--- config.mk ---
export PLATFORM = sky130hd
export DESIGN_NAME = pc_ctrl_unit
export DESIGN_NICKNAME = d
export VERILOG_FILES = /design/src/rtl/pc_ctrl_unit.sv
export SDC_FILE = /design/constraint.sdc
export NUM_CORES = 1
export LEC_CHECK = 0
export ABC_AREA = 0
export CAP_MARGIN = 20
export CORE_MARGIN = 3
export CORE_UTILIZATION = 46
export CTS_BUF_LIST = sky130_fd_sc_hd__clkbuf_4
export DETAILED_ROUTE_END_ITERATION = 10
export PLACE_DENSITY = 0.88
export SKIP_CTS_REPAIR_TIMING = 1
export SLEW_MARGIN = 25
export SYNTH_ARGS = -nofsm -noshare
export SYNTH_HDL_FRONTEND = slang
export SYNTH_SLANG_ARGS = --single-unit
--- constraint.sdc ---
create_clock -name i_clk -period 2.15 [get_ports i_clk]
set_clock_uncertainty 0.05 [all_clocks]
set_input_delay 0.215 -clock i_clk [delete_from_list [all_inputs] [get_ports i_clk]]
set_output_delay 0.215 -clock i_clk [all_outputs]
set_load 0.05 [all_outputs]
--- src/rtl/pc_ctrl_unit.sv ---
// rtl/pc_ctrl_unit.sv - fetch-stage program counter with redirect buffer, halt and exception vectoring
//
// Purpose:
//   Holds the instruction fetch address. After reset it spends one bubble
//   cycle in BOOT. It then runs sequentially, and can be redirected by
//   branches/jumps or by exceptions. A redirect that arrives during a stall
//   is held in a one-entry pending buffer. The unit can also be parked in
//   HALT until a resume or an exception arrives.
//
// Ports:
//   i_clk            rising-edge clock
//   i_rst            synchronous active-high reset
//   i_stall          hazard stall, holds pc
//   i_redirect       taken branch/jump this cycle
//   i_redirect_tgt   redirect target (low ALIGN_BITS are forced to zero)
//   i_exc_req        exception/trap request
//   i_halt_req       request entry into HALT
//   i_resume         leave HALT
//   o_pc             current fetch address (registered)
//   o_pc_seq         o_pc + INCR, modulo 2^WIDTH
//   o_fetch_valid    o_pc is a valid fetch this cycle
//   o_halted         unit is in HALT
//   o_pend_valid     a redirect is buffered behind a stall
//   o_misalign_err   one-cycle pulse after an accepted misaligned redirect

module pc_ctrl_unit #(
    parameter int                 WIDTH        = 32,
    parameter logic [WIDTH-1:0]   RESET_VECTOR = '0,
    parameter logic [WIDTH-1:0]   EXC_VECTOR   = WIDTH'(32'h0000_0180),
    parameter int                 INCR         = 4,
    parameter int                 ALIGN_BITS   = 2
) (
    input  logic             i_clk,
    input  logic             i_rst,
    input  logic             i_stall,
    input  logic             i_redirect,
    input  logic [WIDTH-1:0] i_redirect_tgt,
    input  logic             i_exc_req,
    input  logic             i_halt_req,
    input  logic             i_resume,
    output logic [WIDTH-1:0] o_pc,
    output logic [WIDTH-1:0] o_pc_seq,
    output logic             o_fetch_valid,
    output logic             o_halted,
    output logic             o_pend_valid,
    output logic             o_misalign_err
);

    // Mask of the target bits that must be zero; evaluates to all zeros when ALIGN_BITS is 0.
    localparam logic [WIDTH-1:0] ALIGN_MASK = WIDTH'((64'd1 << ALIGN_BITS) - 64'd1);

    typedef enum logic [1:0] {
        ST_BOOT = 2'd0,
        ST_RUN  = 2'd1,
        ST_HALT = 2'd2
    } state_t;

    state_t           r_state;
    state_t           w_state_nxt;
    logic [WIDTH-1:0] r_pc;
    logic [WIDTH-1:0] w_pc_nxt;
    logic             r_pend_valid;
    logic             w_pend_valid_nxt;
    logic [WIDTH-1:0] r_pend_tgt;
    logic [WIDTH-1:0] w_pend_tgt_nxt;
    logic             r_misalign;
    logic             w_misalign_nxt;

    logic [WIDTH-1:0] w_pc_seq;
    logic [WIDTH-1:0] w_tgt_aligned;
    logic             w_tgt_misaligned;

    assign w_pc_seq         = r_pc + WIDTH'(INCR);
    assign w_tgt_aligned    = i_redirect_tgt & ~ALIGN_MASK;
    assign w_tgt_misaligned = |(i_redirect_tgt & ALIGN_MASK);

    always_ff @(posedge i_clk) begin
        if (i_rst) begin
            r_state      <= ST_BOOT;
            r_pc         <= RESET_VECTOR;
            r_pend_valid <= 1'b0;
            r_pend_tgt   <= '0;
            r_misalign   <= 1'b0;
        end else begin
            r_state      <= w_state_nxt;
            r_pc         <= w_pc_nxt;
            r_pend_valid <= w_pend_valid_nxt;
            r_pend_tgt   <= w_pend_tgt_nxt;
            r_misalign   <= w_misalign_nxt;
        end
    end

    always_comb begin
        w_state_nxt      = r_state;
        w_pc_nxt         = r_pc;
        w_pend_valid_nxt = r_pend_valid;
        w_pend_tgt_nxt   = r_pend_tgt;
        w_misalign_nxt   = 1'b0;

        unique case (r_state)
            // Bubble cycle: every request is dropped.
            ST_BOOT: begin
                w_state_nxt = ST_RUN;
            end

            ST_RUN: begin
                if (i_exc_req) begin
                    w_pc_nxt         = EXC_VECTOR;
                    w_pend_valid_nxt = 1'b0;
                end else if (i_redirect) begin
                    w_misalign_nxt = w_tgt_misaligned;
                    if (!i_stall) begin
                        // A fresh redirect supersedes anything still buffered.
                        w_pc_nxt         = w_tgt_aligned;
                        w_pend_valid_nxt = 1'b0;
                    end else begin
                        w_pend_tgt_nxt   = w_tgt_aligned;
                        w_pend_valid_nxt = 1'b1;
                    end
                end else if (r_pend_valid && !i_stall) begin
                    w_pc_nxt         = r_pend_tgt;
                    w_pend_valid_nxt = 1'b0;
                end else if (i_stall) begin
                    w_pc_nxt = r_pc;
                end else if (i_halt_req) begin
                    w_state_nxt = ST_HALT;
                end else begin
                    w_pc_nxt = w_pc_seq;
                end
            end

            ST_HALT: begin
                if (i_exc_req) begin
                    w_state_nxt      = ST_RUN;
                    w_pc_nxt         = EXC_VECTOR;
                    w_pend_valid_nxt = 1'b0;
                end else if (i_resume) begin
                    // pc is unchanged, so the halted address is fetched again.
                    w_state_nxt = ST_RUN;
                end
            end

            default: begin
                w_state_nxt = ST_BOOT;
            end
        endcase
    end

    assign o_pc           = r_pc;
    assign o_pc_seq       = w_pc_seq;
    assign o_fetch_valid  = (r_state == ST_RUN);
    assign o_halted       = (r_state == ST_HALT);
    assign o_pend_valid   = r_pend_valid;
    assign o_misalign_err = r_misalign;

endmodule
# Word-level counts from Yosys, hierarchy flattened
# Index checks and enable logic that the tools add are counted.
dict set report totals {
  register_bits 66
  wordCells 54
  in_bits 39
}
dict set report op_classes {
  n_bitwise 3
  mux 22
  eq_ne 13
  n_addsub 1
  n_reduce_logical 10
}
# cell n
set op_table {}
lappend op_table {{2-to-1 mux 32 bit} 7}
lappend op_table {{case mux 32 bit (2 select lines)} 1}
lappend op_table {{adder 32 x 3 -> 32 bit (second input constant)} 1}
lappend op_table {{2-to-1 mux 2 bit} 7}
lappend op_table {{!= test 2 bit (second input constant)} 6}
lappend op_table {{!= test 4 x 3 -> 1 bit (second input constant)} 2}
lappend op_table {{case mux 2 bit (3 select lines)} 1}
lappend op_table {{AND reduction 6 bit} 1}
lappend op_table {{2-to-1 mux 1 bit} 5}
lappend op_table {{!= test 5 x 4 -> 1 bit (second input constant)} 1}
lappend op_table {{AND reduction 5 bit} 1}
lappend op_table {{!= test 4 bit (second input constant)} 1}
lappend op_table {{AND reduction 4 bit} 1}
lappend op_table {{OR reduction 4 bit} 1}
lappend op_table {{!= test 3 bit (second input constant)} 1}
lappend op_table {{inverter 1 bit} 3}
lappend op_table {{AND reduction 3 bit} 1}
lappend op_table {{== test 2 x 1 -> 1 bit (second input constant)} 1}
lappend op_table {{== test 2 bit (second input constant)} 1}
lappend op_table {{logical NOT 2 bit} 1}
lappend op_table {{case mux 1 bit (2 select lines)} 1}
lappend op_table {{nonzero test 2 bit} 1}
lappend op_table {{OR reduction 2 bit} 1}
lappend op_table {{logical AND 1 bit} 1}
lappend op_table {{logical NOT 1 bit} 1}

# Longest topological paths before layout
# Gate-level depths: netlist of the first run.
dict set report depth {
  word_depth 7
  depth_mapped 9
}

# Worst setup path before layout of the first run
# Ideal clock, no wire load.
dict set report synth_path {
  path_type {register to output}
  start {reg r_pc[8], in the netlist o_pc[8]}
  end {out o_pc_seq[18]}
  path_stages_with_launch 6
  path_slack_ps -743
  t_arrival_ps 2628
  path_buffers 1
  cell_sequence {dfxtp_1 > and4_2 > nand4_4 > buf_6 > or2_2 > xnor2_1}
}
dict set report synth_between {
  elab_chain_len 1
}
# element line
set synth_lines {}
lappend synth_lines {{start, declared} 60} ;# logic [WIDTH-1:0] r_pc;
lappend synth_lines {{start signal, assigned} 86} ;# r_pc <= w_pc_nxt;
lappend synth_lines {{adder 32 x 3 -> 32 bit} 73} ;# assign w_pc_seq = r_pc + WIDTH'(INCR);
lappend synth_lines {{end, declared} 42} ;# output logic [WIDTH-1:0] o_pc_seq,
# No other way between the ends.

# Worst setup path after layout of the first run
dict set report layout_path {
  start {reg r_pc[10], in the netlist o_pc[10]}
  end {out o_pc_seq[20]}
}
# The elaborated chain is that of the path after synthesis.

==> reports/qor.yml, run 1 <==
status:
  outcome: "finished with violations"
  violations: "setup timing"
logic_synthesis:
  synth_cell_types: 66
  syn_area_sq_um: 4050
  synthesis.instances: 523
  ys_warn_count: 0
  synth_edf_count: 0
  avgSynthCellArea_sq_um: 7.74
  ys_seq_elements: 64
  synth-seq-area-share: 0.316
  synthFlopType: "dfxtp_1"
  ys_async_sr_fraction: 0
clock_network:
  cts_buffers: 9
  cts_root_buf: "clkbuf_4"
  clock_latency_ns: 0.44
  cts.sinks: 64
  ctsLongestPathBuffers: 2
  path_clk_slew_ns: 0.12
  cts_tree: "built"
  htree_levels: 3
sta:
  setup_tns_ns: -4.23
  finalSetupViolCount: 20
  fin_ws_ns: -0.354
  grt_setup_unrepaired: "true"
  min_period_over_period: 1.16
  slew_viol_final: 0
  max_freq_mhz: 399
  maxSlewHeadroom: 0.645
  period_needed_ns: 2.50
  worst_pin_slew_ns: 0.530
  final_hold_viol_count: 0
grt:
  grt-ovfl-total: 0
  grt_pass1_vias: 4638
  grt_max_degree: 39
  grt_pass1_wl_mm: 22.8
  antenna_found_initial: 0
  grtUsageTotal: 0.287
floorplanning:
  initial_utilization: 0.483
  coreArea_sq_um: 8380
  die-width_um: 99.8
  dieArea_sq_um: 9970
  rows: 33
  die_h_um: 99.8
  io-pin-count: 107
setup_path:
  worstPathRequired_ns: 1.88
  worstPathMaxFanout: 6
  worstSetupPathType: "reg2out"
  r2r_start: "r_state[1]"
  critPathLaunch: "o_pc[10]"
  critPathLaunchType: "flop"
  worstSetupEndpointType: "output port"
  worstPathArrival_ns: 2.24
placed_design:
  port_buffers: 102
  dp_hpwl_mm: 10.7
  gp_congestion: 0.924
routing:
  drt_iter0_markers: 701
  firstDrtPassIters: 7
  vias_per_cell: 6.50
  antenna_left: 0
  wl_per_cell_um: 21.4
  dr_total_vias: 5161
  drt-total-wl_mm: 17.0
  drc: 0
cells_and_area:
  area_growth_pct: 65.3
  final_core_util: 0.799
  finalNetCount: 729
  seqCellArea_sq_um: 1360
  fillers: 477
  multiInputGateArea_sq_um: 3010
  drive_above_1_share: 0.328
  diodes: 0
min_path:
  hold_class: "in2reg"
  hold_start: "i_redirect_tgt[12]"
pwr:
  power.leakage_uw: 0.00279
  finalPower_uw: 4000
  powerDensity_nw_per_um2: 597
  ir_worst_vdd_mv: 0.511
flow_run:
  drv_cap: 0
-- cells in the mapped netlist (6+ instances only) --
cell,count,area [sq um]
xnor2_1,14,123
and3_1,9,56.3
nand2_1,107,402
nor3_1,10,50.1
inv_1,13,48.8
ha_1,6,75.1
nor2_1,32,120
xor2_1,11,96.3
nand4_1,7,43.8
buf_2,8,40.0
nand3_1,16,80.1
clkbuf_1,20,75.1
o21ai_0,31,155
mux2i_1,6,60.1
a21oi_1,41,205
nor4_4,6,128
dfxtp_1,64,1280
nand2b_1,7,43.8
a32oi_1,6,52.6
-- final timing paths --
path                          to  slack (ns)  depth (start not counted)
hold / removal    r_pend_tgt[12]        0.31                          3
setup / recovery    o_pc_seq[20]       -0.35                          6
hold reg to reg    r_pend_tgt[2]        0.41                          2
setup reg to reg        o_pc[10]       -0.09                          8
-- power by group --
part           switching, uW  internal, uW  leakage [uW]
combinational            994           678       0.00216
sequential              83.5          1270      0.000536
clock                    496           481     0.0000882
-- area by class of cell --
cell class	instances	share of cell area
repair buffers	184	0.296
flip-flops and latches	64	0.203
well taps	105	0.0196
clock inverters	6	0.0123
clock buffers	10	0.0112
multi-input cells	411	0.449
inverters	14	0.00822
-- cell usage in the layout (no fill, tap or decap), types with 10 or more instances in the layout --
cell / n
clkdlybuf4s50_1: 70
nand2_1: 102
dfxtp_1: 35
a21oi_1: 41
xnor2_2: 10
inv_1: 12
buf_6: 13
clkbuf_4: 10
o21ai_0: 28
buf_4: 69
buf_12: 29
dfxtp_4: 17
nand3_1: 15
nor2_1: 30
dfxtp_2: 12
-- sequential cells by signal, indices dropped and copies added, names as in the netlist --
| signal | flops |
|---|---|
| r_state | 2 |
| r_pend_tgt | 30 |
| o_pc | 30 |
| o_pend_valid | 1 |
| o_misalign_err | 1 |
-- through the flow --
step / setup slack, ns / std cells / hold WS, ns / instance area (sq um)
after floorplan: -0.0563 / 526 / 0.283 / 4380
after global placement: 0.00960 / 751 / 0.388 / 6030
after detailed placement: -0.0831 / 751 / 0.397 / 6030
after CTS: -0.398 / 767 / 0.304 / 6190
after global routing: -0.416 / 794 / 0.310 / 6700
final: -0.354 / 794 / 0.309 / 6700
-- worst max-delay path: stages, from the launching register on --
cell	delay (ns)
dfxtp_4	0.39
and4_4	0.29
nand4_4	0.20
buf_6	0.20
nor3_2	0.37
xnor2_2	0.19
buf_12	0.17
-- routing by layer --
layer | up-vias | wire length [um] | track usage
met3 | 117 | 2080 | 0.0632
met5 | - | 0 | 0
li1 | 2177 | - | -
met4 | 0 | 1010 | 0.119
met1 | 2404 | 5750 | 0.357
met2 | 463 | 8130 | 0.479
-- cells by family after synthesis --
logic type               Yosys count  share of synthesized area
AND/OR/NAND/NOR                  240                      0.325
AO/OA/AOI/OAI                    130                      0.209
flip-flops                        64                      0.316
buffers and inverters             51                     0.0618
XOR/XNOR                          25                     0.0541
adder cells (fa/ha/maj)            6                     0.0185
multiplexers                       6                     0.0148
other                              1                   0.000926
No activity file was read; power rests on OpenSTA's default activity.
==> run 2: changes to the inputs <==
--- a/config.mk
+++ b/config.mk
@@ -17,3 +17,4 @@
 export SYNTH_ARGS = -nofsm -noshare
 export SYNTH_HDL_FRONTEND = slang
 export SYNTH_SLANG_ARGS = --single-unit
+export TNS_END_PERCENT = 1
==> run 2 against run 1 <==
- the run still ends with setup timing left
- highest routed layer unchanged
- sequential power is essentially flat
- sequential cell count is the same
- combinational power shrank 7%
- hold slack lost 0.0094 ns
- clock power shrank 2.8%
- fmax grew 1.4%
- largest cell class unchanged
- setup slack gained 0.034 ns
- global-route usage shrank 0.50 points
==> reports/qor.yml, run 2 (same netlist as run 1, synthesis figures left out) <==
sta:
  finalSetupViolCount: 20
  maxSlewHeadroom: 0.656
  slew_viol_final: 0
  period_needed_ns: 2.47
  min_period_over_period: 1.15
  worst_pin_slew_ns: 0.514
  setup_tns_ns: -4.49
  final_hold_viol_count: 0
  fin_ws_ns: -0.320
  grt_setup_unrepaired: "true"
  hold_slack_ns: 0.300
  max_freq_mhz: 405
placed_design:
  dp_hpwl_mm: 10.6
  gp_congestion: 0.943
  place_ws_ns: -0.0390
  place_area_sq_um: 5870
  port_buffers: 102
floorplanning:
  die-width_um: 99.8
  die_h_um: 99.8
  io-pin-count: 107
  initial_utilization: 0.483
  rows: 33
  dieArea_sq_um: 9970
  coreArea_sq_um: 8380
routing:
  dr_total_vias: 4815
  antenna_left: 0
  drt_iter0_markers: 495
  wl_per_cell_um: 19.5
  vias_per_cell: 6.19
  firstDrtPassIters: 6
  drc: 0
  drt-total-wl_mm: 15.2
status:
  violations: "setup timing"
  outcome: "finished with violations"
min_path:
  worstHoldEndpoint: "r_pend_tgt[19]"
  min_path_cells: 3
  hold_class: "in2reg"
  hold_start: "i_redirect_tgt[19]"
cells_and_area:
  final_common_cell: "nand2_1"
  fillers: 551
  final_core_util: 0.752
  seqCellArea_sq_um: 1340
  area_growth_pct: 55.6
  diodes: 0
  final_area_sq_um: 6300
  layout_common_cells: "nand2_1, clkdlybuf4s50_1, buf_4"
  multiInputGateArea_sq_um: 2850
  finalNetCount: 713
  drive_above_1_share: 0.300
clock_network:
  path_clk_slew_ns: 0.12
  cts_buffers: 9
  htree_levels: 3
  cts.sinks: 64
  ctsLongestPathBuffers: 2
  cts_root_buf: "clkbuf_4"
  cts_tree: "built"
  clock_latency_ns: 0.43
grt:
  grt_max_degree: 34
  grt_pass1_wl_mm: 22.4
  grt-ovfl-total: 0
  grtUsageTotal: 0.281
  grt_pass1_vias: 4690
  antenna_found_initial: 0
setup_path:
  worstPathMaxFanout: 8
  r2r_end: "o_pc[31]"
  reg2reg_depth: 9
  worstSetupEndpointType: "output port"
  r2r_start: "r_state[1]"
  critPathLaunchType: "flop"
  crit_chain: "and4_4 -> nand4_4 -> buf_6 -> nor4_1 -> or2_4 -> buf_12"
  worstSetupPathType: "reg2out"
  worstPathRequired_ns: 1.88
  reg2reg_slack_ns: 0
  crit_buf_inv: 2
  critPathTopFamily: "simple AND/OR/NAND/NOR gates"
  worstPathArrival_ns: 2.20
  critPathMaxStageDelay_ns: 0.37
  slowest_stage: "dfxtp_4"
pwr:
  power.leakage_uw: 0.00259
  ir_worst_vdd_mv: 0.658
  powerDensity_nw_per_um2: 609
flow_run:
  drv_cap: 0
==> run 2: cell types whose count changed in the layout (fill, tap and decap cells not counted), sizes merged <==
cell / delta
buf: -15
inv: -1
dlymetal6s2s: -1
clkbuf: +1
==> run 2: power breakdown <==
part           internal, uW  switching [uW]  leakage, uW
registers              1270            79.0     0.000534
clock network           489             461    0.0000859
logic                   614             933      0.00197
==> run 2: stage by stage <==
stage	std cells	total power [uW]
6_report	778	3840
5_1_grt	778	3990
4_1_cts	767	3780
3_5_place_dp	751	2860
3_3_place_gp	751	2810
2_1_floorplan	526	2240
==> run 2: routing by layer <==
metal  vias up  global-route usage  share of wire
li1       2145                   -              -
met2       375               0.472           0.50
met3        73              0.0730           0.10
met4         0               0.121          0.038
met1      2222               0.341           0.36
met5         -                   0              0
==> run 2: worst max path at each step <==
stage,startpoint,cells past startpoint,endpoint,slack [ns]
2_1_floorplan,o_pc[4],6,o_pc[17],-0.12
3_3_place_gp,i_stall,6,o_pc[23],0.04
3_5_place_dp,i_stall,6,o_pc[23],-0.04
4_1_cts,o_pc[2],5,o_pc_seq[21],-0.48
5_1_grt,o_pc[10],6,o_pc_seq[23],-0.44
6_report,o_pc[10],6,o_pc_seq[19],-0.32
==> run 2: worst reg2reg max path: cells and delay by family, from the launching register on <==
kind | cells | cell delay [ns]
compound gates | 1 | 0.12
fa+ha+maj | 1 | 0.18
buf+inv | 3 | 0.52
flops | 1 | 0.36
mux | 1 | 0.18
simple gates | 3 | 0.69
==> run 2: final cells by class <==
| cell class | count | area share |
|---|---|---|
| inverters | 14 | 0.00834 |
| clock inverters | 5 | 0.0115 |
| flip-flops and latches | 64 | 0.213 |
| multi-input cells | 411 | 0.451 |
| clock buffers | 11 | 0.0131 |
| well taps | 105 | 0.0208 |
| repair buffers | 168 | 0.282 |
